`src/rtl/spi_periph_pkg.sv`:
```
`default_nettype none
// ============================================================================
// Module   : spi_periph_pkg
// Purpose  : Shared widths, counts and the FSM state type for the SPI
//            amplifier/ADC responder and its synchronizers.
// Revision : 1.0 - initial release
// ============================================================================
package spi_periph_pkg;

    localparam int SAMPLE_W      = 14;   // bits per ADC channel sample
    localparam int GAIN_W        = 8;    // amplifier gain word width
    localparam int FRAME_LEN     = 34;   // SPI_CLK falling edges per ADC frame
    localparam int GAIN_BITS_REQ = 8;    // bits a well-formed gain write carries
    localparam int CNT_W         = 6;    // shared bit counter width

    typedef enum logic [1:0] {
        IDLE      = 2'd0,
        AMP_SHIFT = 2'd1,
        ADC_FRAME = 2'd2
    } state_t;

endpackage
`default_nettype wire

```
`src/rtl/spi_amp_adc_responder_sync_edge.sv`:
```
`default_nettype none
// ============================================================================
// Module   : sync_edge
// Purpose  : Two-flop synchronizer for one asynchronous input, followed by an
//            edge flop that produces registered single-clk rise/fall strobes.
// Ports    : clk   - system clock
//            rst   - asynchronous active-low reset
//            din   - asynchronous input pin
//            level - synchronized level, aligned with the strobes
//            rise  - one-clk pulse, 3 clk after a 0->1 pin transition
//            fall  - one-clk pulse, 3 clk after a 1->0 pin transition
// Revision : 1.0 - initial release
// ============================================================================
module sync_edge (
    input  logic clk,
    input  logic rst,
    input  logic din,
    output logic level,
    output logic rise,
    output logic fall
);

    logic meta_q;
    logic sync_q;
    logic prev_q;

    always_ff @(posedge clk or negedge rst) begin
        if (!rst) begin
            meta_q <= 1'b0;
            sync_q <= 1'b0;
            prev_q <= 1'b0;
            rise   <= 1'b0;
            fall   <= 1'b0;
        end else begin
            meta_q <= din;
            sync_q <= meta_q;
            prev_q <= sync_q;
            rise   <= sync_q & ~prev_q;
            fall   <= ~sync_q & prev_q;
        end
    end

    // prev_q is one clk behind sync_q, so it lines up in time with the
    // registered strobes; data sampled on a strobe uses this delayed copy.
    assign level = prev_q;

endmodule
`default_nettype wire

```
`src/rtl/spi_amp_adc_responder.sv`:
```
`default_nettype none
// ============================================================================
// Module   : spi_amp_adc_responder
// Purpose  : Peripheral side of the preamp/ADC SPI link. Accepts 8-bit gain
//            words on MOSI while AMP_CS is low, and on each ADC_Conv pulse
//            serializes Ch0/Ch1 onto MISO in a 34-clock frame.
// Ports    : clk        - system clock, all logic on rising edge
//            rst        - asynchronous active-low reset
//            SPI_CLK    - serial clock from controller (async to clk)
//            MOSI       - serial data from controller
//            AMP_CS     - amplifier select, active-low
//            ADC_Conv   - conversion start, active-high pulse
//            Ch0, Ch1   - parallel sample sources
//            MISO       - serial data to controller
//            Gain       - last accepted gain word
//            Gain_Valid - one-clk pulse when Gain updates
//            Gain_Err   - one-clk pulse on a malformed gain write
//            Busy       - high while a gain write or ADC frame is running
// Revision : 1.0 - initial release
// ============================================================================
module spi_amp_adc_responder #(
    parameter int SAMPLE_W  = spi_periph_pkg::SAMPLE_W,
    parameter int GAIN_W    = spi_periph_pkg::GAIN_W,
    parameter int FRAME_LEN = spi_periph_pkg::FRAME_LEN
) (
    input  logic                clk,
    input  logic                rst,
    input  logic                SPI_CLK,
    input  logic                MOSI,
    input  logic                AMP_CS,
    input  logic                ADC_Conv,
    input  logic [SAMPLE_W-1:0] Ch0,
    input  logic [SAMPLE_W-1:0] Ch1,
    output logic                MISO,
    output logic [GAIN_W-1:0]   Gain,
    output logic                Gain_Valid,
    output logic                Gain_Err,
    output logic                Busy
);

    import spi_periph_pkg::*;

    // Frame layout: 2 zero bits, Ch0, 2 zero bits, Ch1, 2 zero bits.
    localparam int FRAME_W = 2 * SAMPLE_W + 6;
    localparam logic [CNT_W-1:0] FRAME_LAST = CNT_W'(FRAME_LEN - 1);
    localparam logic [CNT_W-1:0] GAIN_CNT   = CNT_W'(GAIN_BITS_REQ);
    localparam logic [CNT_W-1:0] GAIN_SAT   = CNT_W'(GAIN_BITS_REQ + 1);

    // ------------------------------------------------------------------
    // Input synchronization and edge detection
    // ------------------------------------------------------------------
    logic sclk_rise;
    logic sclk_fall;
    logic mosi_lvl;
    logic cs_rise;
    logic cs_fall;
    logic conv_rise;

    logic unused_sclk_lvl;
    logic unused_mosi_rise;
    logic unused_mosi_fall;
    logic unused_cs_lvl;
    logic unused_conv_lvl;
    logic unused_conv_fall;

    sync_edge u_sync_sclk (
        .clk   (clk),
        .rst   (rst),
        .din   (SPI_CLK),
        .level (unused_sclk_lvl),
        .rise  (sclk_rise),
        .fall  (sclk_fall)
    );

    sync_edge u_sync_mosi (
        .clk   (clk),
        .rst   (rst),
        .din   (MOSI),
        .level (mosi_lvl),
        .rise  (unused_mosi_rise),
        .fall  (unused_mosi_fall)
    );

    sync_edge u_sync_cs (
        .clk   (clk),
        .rst   (rst),
        .din   (AMP_CS),
        .level (unused_cs_lvl),
        .rise  (cs_rise),
        .fall  (cs_fall)
    );

    sync_edge u_sync_conv (
        .clk   (clk),
        .rst   (rst),
        .din   (ADC_Conv),
        .level (unused_conv_lvl),
        .rise  (conv_rise),
        .fall  (unused_conv_fall)
    );

    // ------------------------------------------------------------------
    // State register
    // ------------------------------------------------------------------
    state_t state;
    state_t state_next;

    always_ff @(posedge clk or negedge rst) begin
        if (!rst) begin
            state <= IDLE;
        end else begin
            state <= state_next;
        end
    end

    // ------------------------------------------------------------------
    // Next-state and datapath control
    // ------------------------------------------------------------------
    logic [GAIN_W-1:0]  gain_sr;
    logic [CNT_W-1:0]   bit_cnt;
    logic [FRAME_W-1:0] frame_sr;

    logic start_amp;
    logic amp_shift;
    logic amp_end;
    logic start_adc;
    logic adc_adv;

    always_comb begin
        state_next = state;
        start_amp  = 1'b0;
        amp_shift  = 1'b0;
        amp_end    = 1'b0;
        start_adc  = 1'b0;
        adc_adv    = 1'b0;

        case (state)
            IDLE: begin
                // A select fall outranks a conversion arriving in the same clk.
                if (cs_fall) begin
                    state_next = AMP_SHIFT;
                    start_amp  = 1'b1;
                end else if (conv_rise) begin
                    state_next = ADC_FRAME;
                    start_adc  = 1'b1;
                end
            end
            AMP_SHIFT: begin
                // Deselect closes the write even if a clock edge coincides.
                if (cs_rise) begin
                    state_next = IDLE;
                    amp_end    = 1'b1;
                end else if (sclk_rise) begin
                    amp_shift = 1'b1;
                end
            end
            ADC_FRAME: begin
                // AMP_CS and ADC_Conv activity is ignored until the frame ends.
                if (sclk_fall) begin
                    if (bit_cnt == FRAME_LAST) begin
                        state_next = IDLE;
                    end else begin
                        adc_adv = 1'b1;
                    end
                end
            end
            default: begin
                state_next = IDLE;
            end
        endcase
    end

    // ------------------------------------------------------------------
    // Shift registers, counter and gain output
    // ------------------------------------------------------------------
    always_ff @(posedge clk or negedge rst) begin
        if (!rst) begin
            gain_sr    <= '0;
            bit_cnt    <= '0;
            frame_sr   <= '0;
            Gain       <= '0;
            Gain_Valid <= 1'b0;
            Gain_Err   <= 1'b0;
        end else begin
            Gain_Valid <= 1'b0;
            Gain_Err   <= 1'b0;

            if (start_amp) begin
                gain_sr <= '0;
                bit_cnt <= '0;
            end

            if (amp_shift) begin
                gain_sr <= {gain_sr[GAIN_W-2:0], mosi_lvl};
                // Saturating one past the legal count keeps over-long
                // writes distinguishable from exact ones.
                if (bit_cnt != GAIN_SAT) begin
                    bit_cnt <= bit_cnt + 1'b1;
                end
            end

            if (amp_end) begin
                if (bit_cnt == GAIN_CNT) begin
                    Gain       <= gain_sr;
                    Gain_Valid <= 1'b1;
                end else begin
                    Gain_Err   <= 1'b1;
                end
            end

            if (start_adc) begin
                frame_sr <= {2'b00, Ch0, 2'b00, Ch1, 2'b00};
                bit_cnt  <= '0;
            end

            if (adc_adv) begin
                frame_sr <= {frame_sr[FRAME_W-2:0], 1'b0};
                bit_cnt  <= bit_cnt + 1'b1;
            end
        end
    end

    // Both terms are flop outputs updated on the same edge, so MISO moves
    // exactly one clk after the capture or fall strobe and is forced low
    // whenever no frame is active.
    assign MISO = (state == ADC_FRAME) ? frame_sr[FRAME_W-1] : 1'b0;
    assign Busy = (state != IDLE);

endmodule
`default_nettype wire

```
`config.mk`:
```
export PLATFORM = sky130hd
export DESIGN_NAME = spi_amp_adc_responder
export DESIGN_NICKNAME = d
export VERILOG_FILES = /design/src/rtl/spi_periph_pkg.sv /design/src/rtl/spi_amp_adc_responder_sync_edge.sv /design/src/rtl/spi_amp_adc_responder.sv
export SDC_FILE = /design/constraint.sdc
export NUM_CORES = 1
export LEC_CHECK = 0
export CELL_PAD_IN_SITES_DETAIL_PLACEMENT = 1
export CELL_PAD_IN_SITES_GLOBAL_PLACEMENT = 1
export CORE_MARGIN = 2
export CORE_UTILIZATION = 35
export DETAILED_ROUTE_END_ITERATION = 12
export PLACE_DENSITY_LB_ADDON = 0.1
export SLEW_MARGIN = 25
export SYNTH_ARGS = -nofsm -noshare
export SYNTH_HDL_FRONTEND = slang
export SYNTH_SLANG_ARGS = --single-unit
```
`constraint.sdc`:
```
create_clock -name clk -period 1.78 [get_ports clk]
set_input_delay 0.356 -clock clk [delete_from_list [all_inputs] [get_ports clk]]
set_output_delay 0.356 -clock clk [all_outputs]
set_load 0.02 [all_outputs]
```
==> results of run 1 <==
[state kept, by name, summed over array words and instances, names as in the netlist, 2 cells and up]
register  count
frame_sr     32
Gain          8
gain_sr       8
bit_cnt       6
state         2
[placed cells by master, fill, tap and decap left out, types with 2 or more instances in the layout]
cell type	synthesis	layout
mux2_2	8	8
nor4b_4	0	2
inv_1	7	6
o21ai_0	6	5
mux2i_1	2	2
nor2_1	5	5
buf_4	0	22
buf_12	0	3
nand3b_1	2	2
nand3_1	3	3
a21o_1	27	27
ha_1	3	2
buf_6	0	6
o211ai_1	2	2
nand2_1	14	14
clkinv_4	0	2
clkdlybuf4s50_1	0	42
a31o_2	2	2
nor2b_1	5	5
clkbuf_8	0	9
a21oi_1	4	3
bufinv_16	0	2
a22o_1	35	35
dfrtp_1	75	74
or2_2	2	2
[path summary, 6_finish.rpt]
path / startpoint / to / slack (ns)
worst min register to register: u_sync_mosi.sync_q / u_sync_mosi.level / 0.35
worst max-delay path: bit_cnt[1] / bit_cnt[1] / -0.08
worst max register to register: bit_cnt[1] / bit_cnt[1] / -0.08
worst min-delay path: u_sync_mosi.sync_q / u_sync_mosi.level / 0.35
min in group asynchronous: rst / gain_sr[6] / 0.44
max in group asynchronous: rst / frame_sr[13] / 0.75
[routing by layer]
| metal | track usage (%) | up-vias |
|---|---|---|
| met5 | 0 | - |
| met3 | 4.029 | 7 |
| met1 | 19.40 | 1099 |
| met4 | 5.128 | 0 |
| li1 | - | 1019 |
| met2 | 22.92 | 31 |
[worst reg2reg max path: cells and delay by family (launching register included)]
kind                       cells  cell delay, ns
buffers and inverters          1            0.08
DFF                            1            0.40
and+or+nand+nor                2            0.73
adders and majority gates      1            0.13
AOI/OAI and AO/OA              1            0.09
muxes                          1            0.31
[area by class of cell]
| cell class | count | area share [%] |
|---|---|---|
| tap | 108 | 3.219 |
| clock inverter | 6 | 2.146 |
| clock buffer | 10 | 3.040 |
| multi-input combinational | 144 | 28.08 |
| timing repair buffer | 77 | 18.15 |
| sequential | 75 | 44.74 |
| inverter | 7 | 0.6259 |
[through the flow]
| stage | cells | utilization [%] | TNS [ns] | setup WS, ns | instance area, µm² |
|---|---|---|---|---|---|
| 4_1_cts | 424 | 48.46 | -0.1735 | -0.07206 | 4164 |
| 3_3_place_gp | 400 | 44.57 | -1.274 | -0.07006 | 3830 |
| 6_report | 427 | 48.85 | -0.1321 | -0.08195 | 4198 |
| 2_1_floorplan | 237 | - | -0.08125 | -0.08125 | 3072 |
| 5_1_grt | 427 | 48.85 | -1.947 | -0.1291 | 4198 |
| 3_5_place_dp | 400 | 44.57 | -1.921 | -0.09394 | 3830 |
[what timing repair did]
item                                    CTS  global route
buffers inserted                          6             3
endpoints found under the setup margin   41            50
hold buffers                              1             0
endpoints found under the hold margin    21             0
pin swaps                                13            13
cloned                                    1             2
resized for setup                        11             8
[report_power, final]
group | switching (µW) | internal (µW) | leakage [µW]
logic | 596 | 748 | 0.000972
registers | 258 | 2110 | 0.000968
clock network | 641 | 792 | 0.000106
[cell families after synthesis]
group | after synthesis
XOR/XNOR | 2
AND/OR/NAND/NOR | 45
adder cells (fa/ha/maj) | 3
multiplexers | 11
flip-flops | 75
AO/OA/AOI/OAI | 83
buffers and inverters | 18
==> metrics.cfg, run 1 <==
[global_route]
grt_pass1_vias = 2278
grt-ovfl-total = 0
antenna_found_initial = 0
grt_pass1_wl_mm = 11.01
grt_max_degree = 33
gr-usage-all-layers_pct = 14.57

[synth]
synth_mux_area_share_pct = 3.959
synth_top_family_by_area = compound AO/OA/AOI/OAI gates
yosys.area_share.simple_pct = 8.980
ys_seq_area_share_pct = 61.22
netlist_area_mm2 = 0.003065
yosysTopAreaCell = dfrtp_1
post-synth-top-count-cell = dfrtp_1
yosys.area.top_type_share_pct = 61.22
synth-edff-count = 0
ys.flop_type = dfrtp_1
syn_nets = 274
synthTopCellsByCount = dfrtp_1, a22o_1, a21o_1
ys_types = 43
ys_warn_count = 0
syn-instance-count = 237
synth-adder-area-share_pct = 1.224
synth_xor_area_share_pct = 0.5714
ys_top_cells_by_area = dfrtp_1, a22o_1, a21o_1
synth_seq_cells = 75
syn_avg_cell_area_um2 = 12.93
synthArstFlopShare_pct = 100.0
synth_compound_area_share_pct = 21.55

[floorplanning]
core_area_mm2 = 0.008593
dieArea_mm2 = 0.009523
die_w_um = 97.59
fp.dieH_um = 97.59
initial_core_util_pct = 35.67
rows = 34
pin_count = 46

[worst_setup_path]
r2r_cells = 6
max_stage_delay_ns = 0.40
startpoint_type = flip-flop
worst-path-buf-inv = 1
cp_cell_sequence = inv_2 > ha_4 > or3b_4 > or3_4 > o21ai_4 > mux2_4
slowest_stage = dfrtp_1
crit_cells = 6
path_class = flip-flop to flip-flop
cp_max_fo = 3
crit_required_ns = 2.01
critPathCaptureType = flip-flop
cp.arrival_ns = 2.10
crit_family = simple AND/OR/NAND/NOR gates

[drt]
top_layer = met4
detail_route.wl_per_cell_um = 15.52
wl_met3_um = 199
finalWirelength_mm = 6.627
post-route-drc-count = 0
postRouteAntennaNets = 0
via_count = 2156
met1_length_mm = 3.187
wl_met2_mm = 3.148
drt_iter0_drc = 75
routed_via_density = 5.049
drt_first_pass_iters = 4

[layout]
nets = 351
multi_input_area_mm2 = 0.001179
layout-drive-gt1-share_pct = 23.82
layout.area.seq_mm2 = 0.001878
fillers = 924
antenna_cells = 0
area_delta_synth_final_pct = 36.94

[status]
violations = setup timing
status = complete, but fails checks

[flow_run]
drv_cap = 0

[timing]
max_slew_margin_pct = 73.27
layout_min_cycle_time_ns = 1.862
worst_pin_slew_ns = 0.4009
fin_skew_ns = 0.006497
setup_violations = 4
setup_slack_ns = -0.08195
max_freq_mhz = 537.1
post-route-period-util_pct = 104.6
slew_viol_final = 0
hold_viol = 0
rsz0062_at_grt = yes
holdWs_ns = 0.3541

[pwr]
ir_drop_v = 0.0004638
power_density_mw_per_mm2 = 1226
p_leak_uw = 0.002046
power.total_uw = 5145

[clock_network]
htree_levels = 3
cts_tree = done
numCtsBuffers = 9
clock-sinks = 75
cts_buffer_depth = 2
cts.reportedPaths.clkPinSlew_ns = 0.08
insertion_delay_ns = 0.34
cts_root_buf = clkbuf_8

[place]
port_buffers = 45
dp_hpwl_mm = 4.291
place_congestion = 0.8318

[hold_path]
hold_path_depth = 0
hold_class = flip-flop to flip-flop

Note: power is estimated with default switching activity, not from simulation.
==> run 2: changes to the inputs <==
--- a/config.mk
+++ b/config.mk
@@ -5,6 +5,7 @@
 export SDC_FILE = /design/constraint.sdc
 export NUM_CORES = 1
 export LEC_CHECK = 0
+export ABC_CLOCK_PERIOD_IN_PS = 1780
 export CELL_PAD_IN_SITES_DETAIL_PLACEMENT = 1
 export CELL_PAD_IN_SITES_GLOBAL_PLACEMENT = 1
 export CORE_MARGIN = 2
==> results of run 2 <==
The final DEF is identical to that of run 1; final timing and power are the same.
